<file path="src/rtl/axi2apb_pkg.sv">
// Shared types and helpers for the AXI-to-APB bridge read-response path.
package axi2apb_pkg;

  localparam logic [1:0] RESP_OKAY   = 2'b00;
  localparam logic [1:0] RESP_SLVERR = 2'b10;
  localparam logic [1:0] RESP_DECERR = 2'b11;

  // Entry fields are sized for the widest supported configuration; the top zero-extends into them.
  localparam int RD_ID_W   = 16;
  localparam int RD_LANE_W = 3;

  typedef struct packed {
    logic [RD_ID_W-1:0]   id;
    logic [31:0]          data;
    logic [1:0]           resp;
    logic                 last;
    logic [RD_LANE_W-1:0] lane;
  } rd_entry_t;

  function automatic int lane_count(input int data_width);
    return (data_width / 32 < 1) ? 1 : data_width / 32;
  endfunction

endpackage

</file>
<file path="src/rtl/axi2apb_rd_fifo.sv">
// Synchronous response FIFO of rd_entry_t; pointers carry a wrap bit for full/empty.
module axi2apb_rd_fifo
  import axi2apb_pkg::*;
#(
  parameter int DEPTH = 4
) (
  input  logic      clk,
  input  logic      rst,
  input  logic      push,
  input  logic      pop,
  input  rd_entry_t din,
  output logic      full,
  output logic      empty,
  output rd_entry_t head
);

  localparam int PW = $clog2(DEPTH);

  rd_entry_t     mem [DEPTH];
  logic [PW:0]   wr_ptr;
  logic [PW:0]   rd_ptr;
  logic          do_push;
  logic          do_pop;

  assign empty   = (wr_ptr == rd_ptr);
  assign full    = (wr_ptr[PW] != rd_ptr[PW]) && (wr_ptr[PW-1:0] == rd_ptr[PW-1:0]);
  assign do_pop  = pop & ~empty;
  // A pop in the same cycle frees the slot the push writes into.
  assign do_push = push & (~full | do_pop);

  always_ff @(posedge clk) begin
    if (rst) begin
      wr_ptr <= '0;
      rd_ptr <= '0;
    end else begin
      if (do_push) wr_ptr <= wr_ptr + (PW+1)'(1);
      if (do_pop)  rd_ptr <= rd_ptr + (PW+1)'(1);
    end
  end

  always_ff @(posedge clk) begin
    if (do_push) mem[wr_ptr[PW-1:0]] <= din;
  end

  assign head = empty ? '0 : mem[rd_ptr[PW-1:0]];

endmodule

</file>
<file path="src/rtl/axi2apb_rd_buf.sv">
// Read-response buffer of the AXI-to-APB bridge: captures APB read beats and drives the AXI R channel.
// Optional AXI2APB_RD_ERR_STICKY_EN: the first error response of a burst is repeated on its later beats.
module axi2apb_rd_buf
  import axi2apb_pkg::*;
#(
  parameter int AXI_ID_WIDTH   = 6,
  parameter int AXI_DATA_WIDTH = 64,
  parameter int APB_ADDR_WIDTH = 12,
  parameter int DEPTH          = 4,
  parameter bit OVF_CHECK      = 1'b1
) (
  input  logic                      clk,
  input  logic                      rst,
  input  logic                      psel,
  input  logic                      penable,
  input  logic                      pwrite,
  input  logic [31:0]               prdata,
  input  logic                      pslverr,
  input  logic                      pready,
  input  logic                      cmd_err,
  input  logic [AXI_ID_WIDTH-1:0]   cmd_id,
  input  logic [APB_ADDR_WIDTH+3:0] cmd_addr,
  input  logic [7:0]                cmd_len,
  output logic                      rd_space,
  output logic                      rd_ovf,
  output logic                      finish_rd,
  output logic [AXI_ID_WIDTH-1:0]   RID,
  output logic [AXI_DATA_WIDTH-1:0] RDATA,
  output logic [1:0]                RRESP,
  output logic                      RLAST,
  output logic                      RVALID,
  input  logic                      RREADY
);

  localparam int LANES = lane_count(AXI_DATA_WIDTH);

  if (AXI_ID_WIDTH > RD_ID_W) begin : g_bad_id
    $error("axi2apb_rd_buf: AXI_ID_WIDTH exceeds rd_entry_t id field");
  end

  logic                 push;
  logic                 pop;
  logic                 full;
  logic                 empty;
  logic                 ovf_evt;
  logic                 last;
  logic [1:0]           resp_raw;
  logic [1:0]           resp;
  logic [7:0]           beat_cnt;
  logic [31:0]          lane_calc;
  logic [RD_ID_W-1:0]   head_id;
  rd_entry_t            din;
  rd_entry_t            head;

  assign push     = psel & penable & ~pwrite & pready;
  assign pop      = RVALID & RREADY;
  assign ovf_evt  = push & full & ~pop;
  assign rd_space = ~full;

  assign resp_raw  = cmd_err ? RESP_SLVERR : (pslverr ? RESP_DECERR : RESP_OKAY);
  assign last      = (beat_cnt == cmd_len);
  // Word index of the start address plus beat number, wrapped onto the bus lanes.
  assign lane_calc = (32'(cmd_addr >> 2) + 32'(beat_cnt)) % 32'(LANES);

`ifdef AXI2APB_RD_ERR_STICKY_EN
  logic       err_held;
  logic [1:0] err_resp;

  always_ff @(posedge clk) begin
    if (rst) begin
      err_held <= 1'b0;
      err_resp <= RESP_OKAY;
    end else if (push) begin
      if (last) begin
        err_held <= 1'b0;
        err_resp <= RESP_OKAY;
      end else if (!err_held && resp_raw != RESP_OKAY) begin
        err_held <= 1'b1;
        err_resp <= resp_raw;
      end
    end
  end

  assign resp = err_held ? err_resp : resp_raw;
`else
  assign resp = resp_raw;
`endif

  assign din = '{id: RD_ID_W'(cmd_id), data: prdata, resp: resp, last: last,
                 lane: RD_LANE_W'(lane_calc)};

  always_ff @(posedge clk) begin
    if (rst) beat_cnt <= '0;
    else if (push) beat_cnt <= last ? 8'd0 : beat_cnt + 8'd1;
  end

  always_ff @(posedge clk) begin
    if (rst) rd_ovf <= 1'b0;
    else if (ovf_evt) rd_ovf <= 1'b1;
  end

  if (OVF_CHECK) begin : g_ovf_chk
    always_ff @(posedge clk) begin
      if (!rst) assert (!ovf_evt) else $error("axi2apb_rd_buf: read beat dropped, FIFO full");
    end
  end

  axi2apb_rd_fifo #(.DEPTH(DEPTH)) u_fifo (
    .clk   (clk),
    .rst   (rst),
    .push  (push),
    .pop   (pop),
    .din   (din),
    .full  (full),
    .empty (empty),
    .head  (head)
  );

  assign head_id   = head.id;
  assign RVALID    = ~empty;
  assign RID       = AXI_ID_WIDTH'(head_id);
  assign RRESP     = head.resp;
  assign RLAST     = head.last;
  assign finish_rd = RVALID & RREADY & RLAST;

  always_comb begin
    RDATA = '0;
    for (int i = 0; i < LANES; i++) begin
      if (head.lane == RD_LANE_W'(i)) RDATA[i*32 +: 32] = head.data;
    end
  end

endmodule

</file>
<file path="config.mk">
export PLATFORM = sky130hd
export DESIGN_NAME = axi2apb_rd_buf
export DESIGN_NICKNAME = d
export VERILOG_FILES = /design/src/rtl/axi2apb_pkg.sv /design/src/rtl/axi2apb_rd_fifo.sv /design/src/rtl/axi2apb_rd_buf.sv
export SDC_FILE = /design/constraint.sdc
export NUM_CORES = 1
export LEC_CHECK = 0
export CAP_MARGIN = 20
export CORE_ASPECT_RATIO = 0.9
export CORE_MARGIN = 2
export CORE_UTILIZATION = 45
export DETAILED_ROUTE_END_ITERATION = 10
export PLACE_DENSITY = 0.72
export SETUP_SLACK_MARGIN = 0.1
export SYNTH_ARGS = -nofsm -noshare
export SYNTH_HDL_FRONTEND = slang
export SYNTH_SLANG_ARGS = --single-unit
</file>
<file path="constraint.sdc">
create_clock -name clk -period 3.6 [get_ports clk]
set_input_delay 0.9 -clock clk [delete_from_list [all_inputs] [get_ports clk]]
set_output_delay 0.9 -clock clk [all_outputs]
set_load 0.01 [all_outputs]
</file>
# ---- Word level (Yosys, flattened, before mapping)
# Memories as Yosys holds them, arrays and structs flattened. A register that Yosys moved wholly into a read port is not among the register bits.
# Cells that the tools add are included.
# W data, S select, Z words.
dict set report op_classes {
  add_sub_neg 4
  eq_ne 5
  muxes 10
  n_bitwise 14
  reduce_logical 2
}
# cell n
set op_table {}
lappend op_table {{$mux W32} 2}
lappend op_table {{$mux W44} 1}
lappend op_table {{$and A1 B1 Y1} 9}
lappend op_table {{$add A8 B1 Y8 const B} 1}
lappend op_table {{$eq A8 B8 Y1} 1}
lappend op_table {{$mux W2} 4}
lappend op_table {{$mux W8} 1}
lappend op_table {{$add A3 B1 Y3 const B} 2}
lappend op_table {{$not A1 Y1} 4}
lappend op_table {{$eq A3 B1 Y1 const B} 1}
lappend op_table {{$eq A3 B3 Y1} 1}
lappend op_table {{$logic_not A3 Y1} 1}
lappend op_table {{$eq A2 B2 Y1} 1}
lappend op_table {{$mux W1} 2}
lappend op_table {{$add A1 B1 Y1} 1}
lappend op_table {{$logic_and A1 B1 Y1} 1}
lappend op_table {{$ne A1 B1 Y1} 1}
lappend op_table {{$or A1 B1 Y1} 1}
dict set report totals {
  reg_bits 15
  mem_bits_rw 168
  in_bits 71
  output_inout_bits 77
  wordCells 40
  mem_count 1
}
# name words word_bits read_ports rd_clocked_by_memory_dff wr line_no
set mem_list {}
lappend mem_list {u_fifo.mem 4 42 1 1 1 axi2apb_rd_fifo.sv:19} ;# rd_entry_t mem [DEPTH];

# ---- Depth between registers and ports, before layout
dict set report depth {
  ltp_word 8
  mapped_depth 6
  mapped_depth_nobuf 4
}

# ---- By module
# From an unflattened synthesis, not the netlist that was laid out.
dict set report hier_totals {
  cells_unflattened 532
  hier_area_um2 9614.2
}
# mod instances cells_per_inst area_per_inst_um2 seq_area_each_um2
set by_module_without_submodules {}
lappend by_module_without_submodules {axi2apb_rd_fifo 1 396 8619.5 6646.4}
lappend by_module_without_submodules {axi2apb_rd_buf 1 136 994.7 180.2}

# ---- Worst setup path before layout
# Ideal clock, no wire load.
dict set report synth_path {
  path_kind {input to register}
  startpoint {in pwrite}
  endpoint {mem u_fifo.mem[1][0] (netlist name), enable pin}
  setup_time_ps 403
  arrival_time_ps 2426
  required_ps 3197
  setup_slack_ps 771
  stages 3
  n_path_buf 0
  cell_sequence {and4b_2 o41a_4 and2_1}
}
dict set report synth_between {
  elab_chain_cells 6
}
# element line_no
set synth_rtl {}
lappend synth_rtl {{start, declared} axi2apb_rd_buf.sv:16} ;# input logic pwrite,
lappend synth_rtl {{$not A1 Y1} axi2apb_rd_buf.sv:55} ;# assign push = psel & penable & ~pwrite & pready;
lappend synth_rtl {{$and A1 B1 Y1 (2 in a row)} axi2apb_rd_buf.sv:55}
lappend synth_rtl {{$and A1 B1 Y1} axi2apb_rd_fifo.sv:29} ;# assign do_push = push & (~full | do_pop);
lappend synth_rtl {{$mux W1} axi2apb_rd_fifo.sv:42} ;# if (do_push) mem[wr_ptr[PW-1:0]] <= din;
lappend synth_rtl {{$mux W1 (implied by the code)} axi2apb_rd_fifo.sv:42}
lappend synth_rtl {{end, declared} axi2apb_rd_fifo.sv:19}
# No other way between the ends.

# ---- Final worst setup path
dict set report layout_path {
  startpoint {reg u_fifo.wr_ptr[0]}
  endpoint {out RDATA[19]}
}
dict set report layout_between {
  elab_chain_cells 4
}
# element line_no
set layout_rtl {}
lappend layout_rtl {{start, declared} axi2apb_rd_fifo.sv:20} ;# logic [PW:0] wr_ptr;
lappend layout_rtl {{start signal, assigned} axi2apb_rd_fifo.sv:36} ;# if (do_push) wr_ptr <= wr_ptr + (PW+1)'(1);
lappend layout_rtl {{$eq A3 B3 Y1 *} axi2apb_rd_fifo.sv:25} ;# assign empty = (wr_ptr == rd_ptr);
lappend layout_rtl {{$mux W44 *} axi2apb_rd_fifo.sv:45} ;# assign head = empty ? '0 : mem[rd_ptr[PW-1:0]];
lappend layout_rtl {{$logic_not A3 Y1} axi2apb_rd_buf.sv:129} ;# if (head.lane == RD_LANE_W'(i)) RDATA[i*32 +: 32] = head.data;
lappend layout_rtl {{$mux W32 *} axi2apb_rd_buf.sv:129}
lappend layout_rtl {{end, declared} axi2apb_rd_buf.sv:28} ;# output logic [AXI_DATA_WIDTH-1:0] RDATA,
# Mark *: on every way between the ends. The rest lies on a longest branch, timed or not.

==> flow_summary_export.csv <==
group,metric,value,unit
layout,multi_input_area,2072,um2
grt,grt_max_degree,33,
die,pin_count,148,
drt,routed_wl,14.72,mm
worst_hold_path,hp-class,"reg -> reg",
clock_tree,h-tree-depth,4,
worst_setup_path,path_delay_family,"buffers and inverters",
placed_design,io_buffer_count,132,
grt,grt_pass1_wl,22.61,mm
worst_setup_path,required,2.70,ns
worst_setup_path,cp-end-kind,"output port",
drt,viasPerCell,5.256,
die,coreArea,16670,um2
layout,design_area,9858,um2
timing,whs,0.5013,ns
drt,drc,0,
logic_synthesis,synth_cell_types,39,
job,maxCapViolCount,0,
worst_setup_path,crit_chain,"xor2_2 -> nor3_4 -> buf_4 -> nor2_8 -> buf_12 -> and2_1 -> clkdlybuf4s50_1",
layout,diodes,0,
grt,antenna_found_initial,1,
worst_setup_path,endpoint,"RDATA[19]",
worst_setup_path,critPathLaunch,"u_fifo.wr_ptr[0]",
placed_design,gp_congestion,0.7626,
layout,final_layout_size_suffix_gt1_frac,0.1851,
timing,fmax,293.8,MHz
timing,hold_viol,0,
grt,grt_use_total,0.1700,
placed_design,place_area,9190,um2
grt,overflow,0,
clock_tree,cts_made_buffers,17,
logic_synthesis,synth_area,7580,um2
grt,use_met2,0.2809,
grt,busiest_layer,"met2",
logic_synthesis,synth_area_leaders,"edfxtp_1, mux4_2, dfxtp_1",
logic_synthesis,ys_ff_latch,185,
layout,fin_nets,642,
clock_tree,cts.sinks,185,
worst_setup_path,cp_num_cells,7,
clock_tree,clkTransAtPathRegs,0.06,ns
worst_setup_path,arrival,2.50,ns
timing,finalSetupViolCount,0,
clock_tree,clk_latency,0.42,ns
layout,n_fill_cell,1228,
power_and_ir_drop,p_leak,3.286,nW
logic_synthesis,async_flop_share,0,
clock_tree,cts_tree,"built",
power_and_ir_drop,peakVddDrop,0.0003457,V
power_and_ir_drop,power_density,454.9,nW/um2
timing,rsz0062_at_grt,"false",
layout,syn_to_final_growth,30.06,%
drt,wire_per_inst,18.65,um
timing,tns,0,ns
placed_design,post-dp-hpwl,9.417,mm
logic_synthesis,ys.flop_type,"edfxtp_1",
drt,first_iter_violations,309,
clock_tree,cts-root-buf,"clkbuf_16",
timing,period_minus_slack,3.403,ns
worst_setup_path,ff2ff_setup_slack,1.56,ns
status,outcome,"complete, no violations",
drt,drt_first_pass_iters,4,
logic_synthesis,syn-num-nets,490,
worst_setup_path,cpPeakStageDelay,0.54,ns
placed_design,dp.cells,749,
die,initial_core_util,0.4548,
drt,ant_nets,0,
worst_setup_path,reg2regPathDepth,4,
die,die_height,127.1,um
worst_setup_path,start_kind,"flip-flop",
die,die_w,140.8,um
logic_synthesis,synth_edf_count,168,
worst_setup_path,r2r_end,"u_fifo.mem[3][28]",
logic_synthesis,synth_area_leader_cell,"edfxtp_1",
worst_setup_path,crit_buf_inv,3,
clock_tree,cts_buffer_depth,2,
logic_synthesis,ys_top_cells_by_count,"edfxtp_1, mux4_2, and2_1, and3_1, dfxtp_1",
grt,grt_pass1_vias,4083,
worst_setup_path,r2r_start,"u_fifo.wr_ptr[0]",
logic_synthesis,synthCells,413,
logic_synthesis,yosysWarnings,0,
die,placementRows,45,
logic_synthesis,avgSynthCellArea,18.35,um2
grt,grt_use_met3,0.03786,
worst_setup_path,cp_max_fo,10,
logic_synthesis,ys_seq_area_frac,0.7105,
layout,regArea,5390,um2
worst_setup_path,crit_type,"reg -> out",
layout,final_cells,789,
logic_synthesis,synth_top_area_frac,0.6656,
power_and_ir_drop,power,0.004484,W
timing,final_max_slew_viol_count,0,
die,die-area,17900,um2
grt,grt_util_met1,0.2275,
timing,slew_headroom,0.5489,
timing,finalClockSkew,0.005812,ns
timing,post-route-period-util,0.9453,
logic_synthesis,yosysMostFrequentCell,"edfxtp_1",
timing,worst_slew_pin_slew,0.6715,ns
drt,vias,4147,
worst_setup_path,crit_slowest_cell,"clkdlybuf4s50_1",
-- flip-flops by register name, indices dropped and copies added (netlist names), named ones only --
register and count:
u_fifo.rd_ptr 3, rd_ovf 1, u_fifo.mem 168, beat_cnt 8, u_fifo.wr_ptr 3
-- cell type report --
class / count / area share
clock buffer: 19 / 0.04391
clock inverter: 13 / 0.01295
inverter: 6 / 0.002285
multi-input combinational: 201 / 0.2102
sequential: 185 / 0.5468
tap: 211 / 0.02678
timing repair buffer: 154 / 0.1571
-- per-layer routing --
metal  part of all wire  routed length (um)
met4              0.010                 152
met1               0.44                6481
met2               0.49                7264
met5            0.00054                   8
met3              0.055                 809
-- cells in the final DEF, fill, tap and decap left out, drive strengths merged, types with 8 or more instances in the layout --
cell,Yosys,final
edfxtp,168,168
buf,10,22
dfxtp,17,17
nor3,8,8
inv,6,8
clkdlybuf4s50,0,132
and3,33,33
nor2b,10,10
xnor2,14,14
and2,36,36
mux4,42,42
clkbuf,12,19
nor2,11,12
-- logic make-up after synthesis --
kind of cell / Yosys count / share of synthesized area
AO/OA/AOI/OAI: 11 / 0.01172
XOR/XNOR: 20 / 0.02509
adder cells (fa/ha/maj): 6 / 0.009904
buffers and inverters: 28 / 0.01964
flip-flops: 185 / 0.7105
multiplexers: 44 / 0.1274
AND/OR/NAND/NOR: 119 / 0.09574
-- how the worst min path moves through the flow --
stage                       end  slack (ns)  cells after the start   startpoint
floorplan           beat_cnt[6]        0.49                      2  beat_cnt[6]
global route             rd_ovf        0.54                      2       rd_ovf
CTS                      rd_ovf        0.51                      2       rd_ovf
detailed placement       rd_ovf        0.48                      2       rd_ovf
global placement         rd_ovf        0.47                      2       rd_ovf
finish                   rd_ovf        0.50                      2       rd_ovf
-- tightest hold or removal path, stage by stage, from the launching register on --
cell,delay [ns]
dfxtp_1,0.34
a21oi_1,0.05
nor2_1,0.08
-- where the power goes --
| group | internal (W) | switching [W] |
|---|---|---|
| Combinational | 0.000208 | 0.000160 |
| Sequential | 0.00235 | 0.00000785 |
| Clock | 0.00101 | 0.000741 |
| Total | 0.00358 | 0.000908 |
-- through the flow --
step / util / setup WS (ns)
2_1_floorplan: - / 0.7707
3_3_place_gp: 0.5514 / 0.5036
3_5_place_dp: 0.5514 / 0.4833
4_1_cts: 0.5897 / 0.1002
5_1_grt: 0.5915 / 0.1085
6_report: 0.5915 / 0.1969
-- what timing repair did --
item / CTS / global route
resized for setup: 1 / 0
pin swaps: 1 / 1
buffers inserted: 3 / 4
cloned: 1 / 0
endpoints found under the setup margin: 32 / 60
hold buffers: 0 / 0
(Power assumes the default switching activity.)
